===== src/rtl/alu_issue_unit.sv =====
// Two-stage issue/result pipeline driving a combinational ALU.
// Stage 1 registers the operands onto the ALU; stage 2 captures the result for a downstream handshake.
module alu_issue_unit #(
  parameter int TAG_W = 5,
  parameter int CNT_W = 16
) (
  input  logic             i_clk,
  input  logic             i_rst_n,
  input  logic             i_flush,
  input  logic             i_req_valid,
  output logic             o_req_ready,
  input  logic [31:0]      i_req_a,
  input  logic [31:0]      i_req_b,
  input  logic [3:0]       i_req_op,
  input  logic [TAG_W-1:0] i_req_tag,
  output logic [31:0]      o_alu_a,
  output logic [31:0]      o_alu_b,
  output logic [3:0]       o_alu_op,
  input  logic [31:0]      i_alu_y,
  input  logic             i_alu_eq,
  output logic             o_rsp_valid,
  input  logic             i_rsp_ready,
  output logic [31:0]      o_rsp_y,
  output logic             o_rsp_eq,
  output logic [TAG_W-1:0] o_rsp_tag,
  output logic [CNT_W-1:0] o_done_cnt
);

  logic             s1_valid_q, s1_valid_d;
  logic [31:0]      alu_a_q, alu_a_d;
  logic [31:0]      alu_b_q, alu_b_d;
  logic [3:0]       alu_op_q, alu_op_d;
  logic [TAG_W-1:0] s1_tag_q, s1_tag_d;
  logic             s2_valid_q, s2_valid_d;
  logic [31:0]      rsp_y_q, rsp_y_d;
  logic             rsp_eq_q, rsp_eq_d;
  logic [TAG_W-1:0] rsp_tag_q, rsp_tag_d;
  logic [CNT_W-1:0] done_cnt_q, done_cnt_d;

  logic s2_free, s1_adv, accept, rsp_hs;

  assign s2_free = !s2_valid_q || i_rsp_ready;
  assign s1_adv  = s1_valid_q && s2_free;
  // Ready is forced low while reset is held so nothing is offered a handshake mid-reset.
  assign o_req_ready = i_rst_n && !i_flush && (!s1_valid_q || s2_free);
  assign accept      = i_req_valid && o_req_ready;
  assign rsp_hs      = s2_valid_q && i_rsp_ready && !i_flush;

  always_comb begin
    s1_valid_d = s1_valid_q;
    alu_a_d    = alu_a_q;
    alu_b_d    = alu_b_q;
    alu_op_d   = alu_op_q;
    s1_tag_d   = s1_tag_q;
    s2_valid_d = s2_valid_q;
    rsp_y_d    = rsp_y_q;
    rsp_eq_d   = rsp_eq_q;
    rsp_tag_d  = rsp_tag_q;
    done_cnt_d = done_cnt_q;
    if (i_flush) begin
      s1_valid_d = 1'b0;
      s2_valid_d = 1'b0;
    end else begin
      if (accept) begin
        s1_valid_d = 1'b1;
        alu_a_d    = i_req_a;
        alu_b_d    = i_req_b;
        alu_op_d   = i_req_op;
        s1_tag_d   = i_req_tag;
      end else if (s1_adv) begin
        s1_valid_d = 1'b0;
      end
      if (s1_adv) begin
        s2_valid_d = 1'b1;
        rsp_y_d    = i_alu_y;
        rsp_eq_d   = i_alu_eq;
        rsp_tag_d  = s1_tag_q;
      end else if (rsp_hs) begin
        s2_valid_d = 1'b0;
      end
      if (rsp_hs) begin
        done_cnt_d = done_cnt_q + {{(CNT_W-1){1'b0}}, 1'b1};
      end
    end
  end

  always_ff @(posedge i_clk or negedge i_rst_n) begin
    if (!i_rst_n) begin
      s1_valid_q <= 1'b0;
      alu_a_q    <= '0;
      alu_b_q    <= '0;
      alu_op_q   <= '0;
      s1_tag_q   <= '0;
      s2_valid_q <= 1'b0;
      rsp_y_q    <= '0;
      rsp_eq_q   <= 1'b0;
      rsp_tag_q  <= '0;
      done_cnt_q <= '0;
    end else begin
      s1_valid_q <= s1_valid_d;
      alu_a_q    <= alu_a_d;
      alu_b_q    <= alu_b_d;
      alu_op_q   <= alu_op_d;
      s1_tag_q   <= s1_tag_d;
      s2_valid_q <= s2_valid_d;
      rsp_y_q    <= rsp_y_d;
      rsp_eq_q   <= rsp_eq_d;
      rsp_tag_q  <= rsp_tag_d;
      done_cnt_q <= done_cnt_d;
    end
  end

  assign o_alu_a     = alu_a_q;
  assign o_alu_b     = alu_b_q;
  assign o_alu_op    = alu_op_q;
  assign o_rsp_valid = s2_valid_q;
  assign o_rsp_y     = rsp_y_q;
  assign o_rsp_eq    = rsp_eq_q;
  assign o_rsp_tag   = rsp_tag_q;
  assign o_done_cnt  = done_cnt_q;

endmodule


===== config.mk =====
export PLATFORM = sky130hd
export DESIGN_NAME = alu_issue_unit
export DESIGN_NICKNAME = d
export VERILOG_FILES = /design/src/rtl/alu_issue_unit.sv
export SDC_FILE = /design/constraint.sdc
export NUM_CORES = 1
export LEC_CHECK = 0
export CAP_MARGIN = 10
export CELL_PAD_IN_SITES_DETAIL_PLACEMENT = 0
export CELL_PAD_IN_SITES_GLOBAL_PLACEMENT = 1
export CORE_ASPECT_RATIO = 1.1
export CORE_MARGIN = 5
export CORE_UTILIZATION = 33
export CTS_BUF_LIST = sky130_fd_sc_hd__clkbuf_2 sky130_fd_sc_hd__clkbuf_4 sky130_fd_sc_hd__clkbuf_8
export CTS_CLUSTER_DIAMETER = 150
export CTS_CLUSTER_SIZE = 8
export DETAILED_ROUTE_END_ITERATION = 7
export GPL_ROUTABILITY_DRIVEN = 0
export GPL_TIMING_DRIVEN = 1
export PLACE_DENSITY_LB_ADDON = 0.25
export SLEW_MARGIN = 10
export SYNTH_ARGS = -nofsm -noshare
export SYNTH_HDL_FRONTEND = slang
export SYNTH_SLANG_ARGS = --single-unit

===== constraint.sdc =====
create_clock -name i_clk -period 2.15 [get_ports i_clk]
set_input_delay 0.3225 -clock i_clk [delete_from_list [all_inputs] [get_ports i_clk]]
set_output_delay 0.3225 -clock i_clk [all_outputs]
set_load 0.01 [all_outputs]

# [Word-level counts from Yosys, hierarchy flattened]
# Index checks and enable logic that the tools add are counted.
[totals] register_bits=129 latch_bits=0 mem_bits_rw=0 rom_bits=0 inputBits=111 output_inout_bits=124 word_cells=34 memories=0
[classes] addsub=1 multipliers=0 n_div=0 order_cmp=0 eq_ne=0 shifts=0 mux=6 n_bitwise=1 n_reduce_logical=16
[ops] op="adder 16 x 1 -> 16 bit, second input constant" n=1
[ops] op="logical AND 1 bit" n=6
[ops] op="2-to-1 mux 1 bit" n=6
[ops] op="AND reduction 2 bit" n=3
[ops] op="nonzero test 3 bit" n=2
[ops] op="zero test 1 bit" n=3
[ops] op="logical OR 1 bit" n=2
[ops] op="NOT 1 bit" n=1

# [Logic depth before layout (Yosys ltp)]
[depth] depth_word=7 mapped_depth=6 ltp_nobuf=5

# [Worst setup path after synthesis]
# No wires, ideal clock.
[synth_timing] path_kind="register to register" startpoint="register s2_valid_q (netlist: o_rsp_valid)" endpoint="register alu_a_q[19] (netlist: o_alu_a[19])" setup_ns=0.125 arrival_time_ns=1.619 required_time_ns=2.025 setup_slack_ns=0.407 path_stages_with_launch=7 path_buffers=2 synth_period_minus_slack_ns=1.743 path_cell_list="dfrtp_1 -> nor2b_4 -> a21oi_1 -> and2_1 -> buf_6 -> buf_6 -> mux2_2"
[synth_between] elab_chain_cells=6
[synth_lines] item="from (decl)" line="34" rtl="logic s2_valid_q, s2_valid_d;"
[synth_lines] item="from (signal assigned)" line="105" rtl="s2_valid_q <= s2_valid_d;"
[synth_lines] item="zero test 1 bit" line="42" rtl="assign s2_free = !s2_valid_q || i_rsp_ready;"
[synth_lines] item="logical OR 1 bit" line="42"
[synth_lines] item="logical OR 1 bit" line="45" rtl="assign o_req_ready = i_rst_n && !i_flush && (!s1_valid_q || s2_free);"
[synth_lines] item="logical AND 1 bit" line="45"
[synth_lines] item="named net o_req_ready" line="11" rtl="output logic o_req_ready,"
[synth_lines] item="logical AND 1 bit" line="46" rtl="assign accept = i_req_valid && o_req_ready;"
[synth_lines] item="AND reduction 2 bit (no source line)"
[synth_lines] item="to (signal assigned)" line="101" rtl="alu_a_q <= alu_a_d;"
[synth_lines] item="to (decl)" line="30" rtl="logic [31:0] alu_a_q, alu_a_d;"
# The timed path passes the listed nets, and every way through them passes these cells.
# A chain may end at the register's enable or synchronous reset.

# [Worst setup path in the final report]
[layout_timing] startpoint="register done_cnt_q[2] (netlist: o_done_cnt[2])" endpoint="output o_done_cnt[2]"
[layout_lines] item="from (decl)" line="38" rtl="logic [CNT_W-1:0] done_cnt_q, done_cnt_d;"
[layout_lines] item="from (signal assigned)" line="109" rtl="done_cnt_q <= done_cnt_d;"
[layout_lines] item="to (decl)" line="26" rtl="output logic [CNT_W-1:0] o_done_cnt"
# No word-level cell between the ends.

==> reports/qor.tcl <==
set qor(final_max_slew_viol_count) 0
set qor(final_hold_viol_count) 18
set qor(clock_tree.htree_level_count) 4
set qor(p_per_area_mw_per_mm2) 888.9
set qor(route.vias.total) 3430
set qor(std_cell_rows) 47
set qor(placement.io_buffers) 234
set qor(regArea_mm2) 0.003228
set qor(drc_errors_left) 0
set qor(data_arrival_time_of_the_critical_path_ns) 1.52
set qor(clock-sinks) 129
set qor(critical_path.cell_chain) {clkdlybuf4s50_1}
set qor(final_period_minus_worst_setup_slack_ns) 1.845
set qor(critPathTopFamily) {buffers and inverters}
set qor(fin_worst_hold_slack_ns) -0.07603
set qor(critical_path.max_stage_delay_ns) 0.60
set qor(timing.critical_path.fanout_max) 7
set qor(final.period_utilization) 0.8582
set qor(initial_antenna_violation_count) 0
set qor(dieArea_mm2) 0.01758
set qor(synth_edf_count) 0
set qor(hold_path.class) {input port to asynchronous set/reset pin}
set qor(drive_above_1_share) 0.2575
set qor(cts_tree) {built}
set qor(critPathBufInv) 1
set qor(drt_first_iter_violations) 100
set qor(synthDominantCellAreaShare) 0.6512
set qor(failed_checks) {negative hold slack}
set qor(unrepaired_setup_endpoints_after_global_routing) {no}
set qor(global_route.overflow_total) 0
set qor(mostFrequentLayoutCell) {clkdlybuf4s50_1}
set qor(antenna_cells_inserted) 0
set qor(clk_pin_slew_ns) 0.06
set qor(worst_skew_pair_latency_ns) 0.43
set qor(grt_first_pass_wirelength_um) 20430
set qor(power.leakage_nw) 3.271
set qor(filler_cell_count) 1275
set qor(grt_start_max_net_pins) 130
set qor(nets) 666
set qor(detail-route-antenna-nets) 0
set qor(tightestPinTransition_ns) 0.8035
set qor(maxCapViolCount) 0
set qor(cell_taking_the_most_area_after_synthesis) {dfrtp_1}
set qor(multi_input_combinational_cell_area_mm2) 0.001617
set qor(skew_ns) 0.01115
set qor(synth_area_leaders) {dfrtp_1 (65%), mux2_2 (23%), xnor2_1 (2.3%)}
set qor(slew_headroom) 0.4644
set qor(synth-async-reset-ratio) 1.000
set qor(endpoint_kind) {output pin}
set qor(wl_um) 12810
set qor(total_negative_slack_for_setup_checks_ns) 0
set qor(holdBufCountCts) 0
set qor(mapped_nets) 419
set qor(report.final.setup_viol) 0
set qor(ir_worst_vdd_uv) 496.6
set qor(cts_made_buffers) 17
set qor(via_per_inst) 4.519
set qor(placed_cell_area_mm2) 0.007543
set qor(worstPathRequired_ns) 1.83
set qor(floorplan.die.width_um) 126.9
set qor(synth_top_flop_cell) {dfrtp_1}
set qor(critPathKind) {flip-flop to output pin}
set qor(synth-seq-area-share) 0.6512
set qor(die_height_um) 138.5
set qor(start_util) 0.3332
set qor(yosys.cell_types.count) 26
set qor(maxClockFrequency_mhz) 542.0
set qor(clock_root_buffer) {clkbuf_8}
set qor(via_count_of_the_first_global_routing_pass) 3725
set qor(floorplan.io_pins) 235
set qor(place.detailed.hpwl_um) 9346
set qor(worst_setup_sp_type) {flip-flop}
set qor(routedWlPerCell_um) 16.87
set qor(post_synth.cell_area_avg_um2) 16.15
set qor(drtPass1Iterations) 4
set qor(critPathSlowestCell) {clkdlybuf4s50_1}
set qor(postSynthCellCount) 307
set qor(status) {finished with violations}
set qor(syn-cell-area_mm2) 0.004957
set qor(syn2layout_area_growth_pct) 59.57
set qor(gr-usage-all-layers) 0.1489
set qor(post-route-cell-area_mm2) 0.007910
set qor(cts_post_setup_buffers_inserted) 0
set qor(synth.ff_latch_count) 129
set qor(core-area_mm2) 0.01488
set qor(clk_path_buf_depth) 2
set qor(layout.cells.most_common_list) {clkdlybuf4s50_1 (232), dfrtp_1 (129), mux2_2 (103), clkbuf_8 (19), xnor2_1 (13)}
set qor(synth_warnings) 0
-- layout make-up --
class	count	area share
Timing Repair Buffer	242	0.3100
Clock buffer	21	0.03496
Clock inverter	7	0.01107
Sequential cell	129	0.4081
Tap cell	196	0.03100
Inverter	1	0.0004745
Multi-Input combinational cell	163	0.2044
-- metrics by stage --
stage / std cells / utilization / total power, W / setup slack (ns) / hold WS (ns)
6_report: 759 / 0.5317 / 0.007031 / 0.3049 / -0.07603
5_1_grt: 759 / 0.5317 / 0.007402 / 0.2291 / 0.05442
4_1_cts: 759 / 0.5315 / 0.007162 / 0.01096 / 0.04289
3_5_place_dp: 731 / 0.5070 / 0.005157 / 0.07667 / 0.4645
3_3_place_gp: 731 / 0.5070 / 0.005115 / 0.09876 / 0.4685
2_1_floorplan: 307 / - / 0.003840 / 0.4065 / 0.02691
-- timing repair --
| item | 4_1_cts | 5_1_grt |
|---|---|---|
| setup endpoints to repair | 0 | 1 |
| resized for setup | 0 | 1 |
| endpoints found under the hold margin | 0 | 0 |
-- metal layers --
metal	track usage	wire length (um)	vias to the layer above
li1	-	-	1586
met1	0.1668	4852	1682
met2	0.2478	6627	140
met3	0.06163	972	22
met4	0.06606	354	0
met5	0	0	-
-- registers in the layout (all words and copies together), names as in the netlist --
| name | cells |
|---|---|
| o_rsp_valid | 1 |
| o_done_cnt | 16 |
| s1_valid_q | 1 |
| o_alu_b | 32 |
| o_alu_op | 4 |
| s1_tag_q | 5 |
| o_rsp_y | 32 |
| o_alu_a | 32 |
| o_rsp_tag | 5 |
| o_rsp_eq | 1 |
-- power by group --
group          internal (W)  switching (W)  leakage, nW
logic               0.00126       0.000674         1.51
clock network       0.00108       0.000873        0.190
registers           0.00289       0.000251         1.57
-- path summary, 6_finish.rpt --
kind | startpoint | endpoint | slack (ns) | cells after the start
max in group asynchronous | i_rst_n | o_alu_b[26]$_DFFE_PN0P_ | 1.53 | 2
worst min register to register | o_done_cnt[15]$_DFFE_PN0P_ | o_done_cnt[15]$_DFFE_PN0P_ | 0.47 | 1
worst max register to register | o_rsp_valid$_DFFE_PN0P_ | o_alu_a[4]$_DFFE_PN0P_ | 0.48 | 5
worst min-delay path | i_rst_n | o_alu_a[12]$_DFFE_PN0P_ | -0.08 | 2
min in group i_clk | o_done_cnt[15]$_DFFE_PN0P_ | o_done_cnt[15]$_DFFE_PN0P_ | 0.47 | 1
worst max-delay path | o_done_cnt[2]$_DFFE_PN0P_ | o_done_cnt[2] | 0.30 | 1
-- logic make-up (layout without fill, tap and decap cells) --
| family | count (synthesis) | count (layout) | synth area share |
|---|---|---|---|
| buf+inv | 15 | 271 | 0.02423 |
| fa+ha+maj | 1 | 1 | 0.002524 |
| flops | 129 | 129 | 0.6512 |
| xor+xnor | 15 | 15 | 0.02650 |
| mux | 111 | 111 | 0.2521 |
| simple gates | 34 | 34 | 0.04064 |
| compound gates | 2 | 2 | 0.002776 |
-- cell usage after synthesis, types with 2 or more instances --
master / instances
xnor2_1: 13
buf_2: 3
nand2_1: 8
buf_6: 7
and3_1: 3
clkbuf_1: 2
xor2_1: 2
nand3_1: 4
mux2_1: 8
nand4_1: 8
nor2_1: 2
mux2_2: 103
buf_4: 2
nor4_1: 2
dfrtp_1: 129
(Power assumes the default switching activity.)
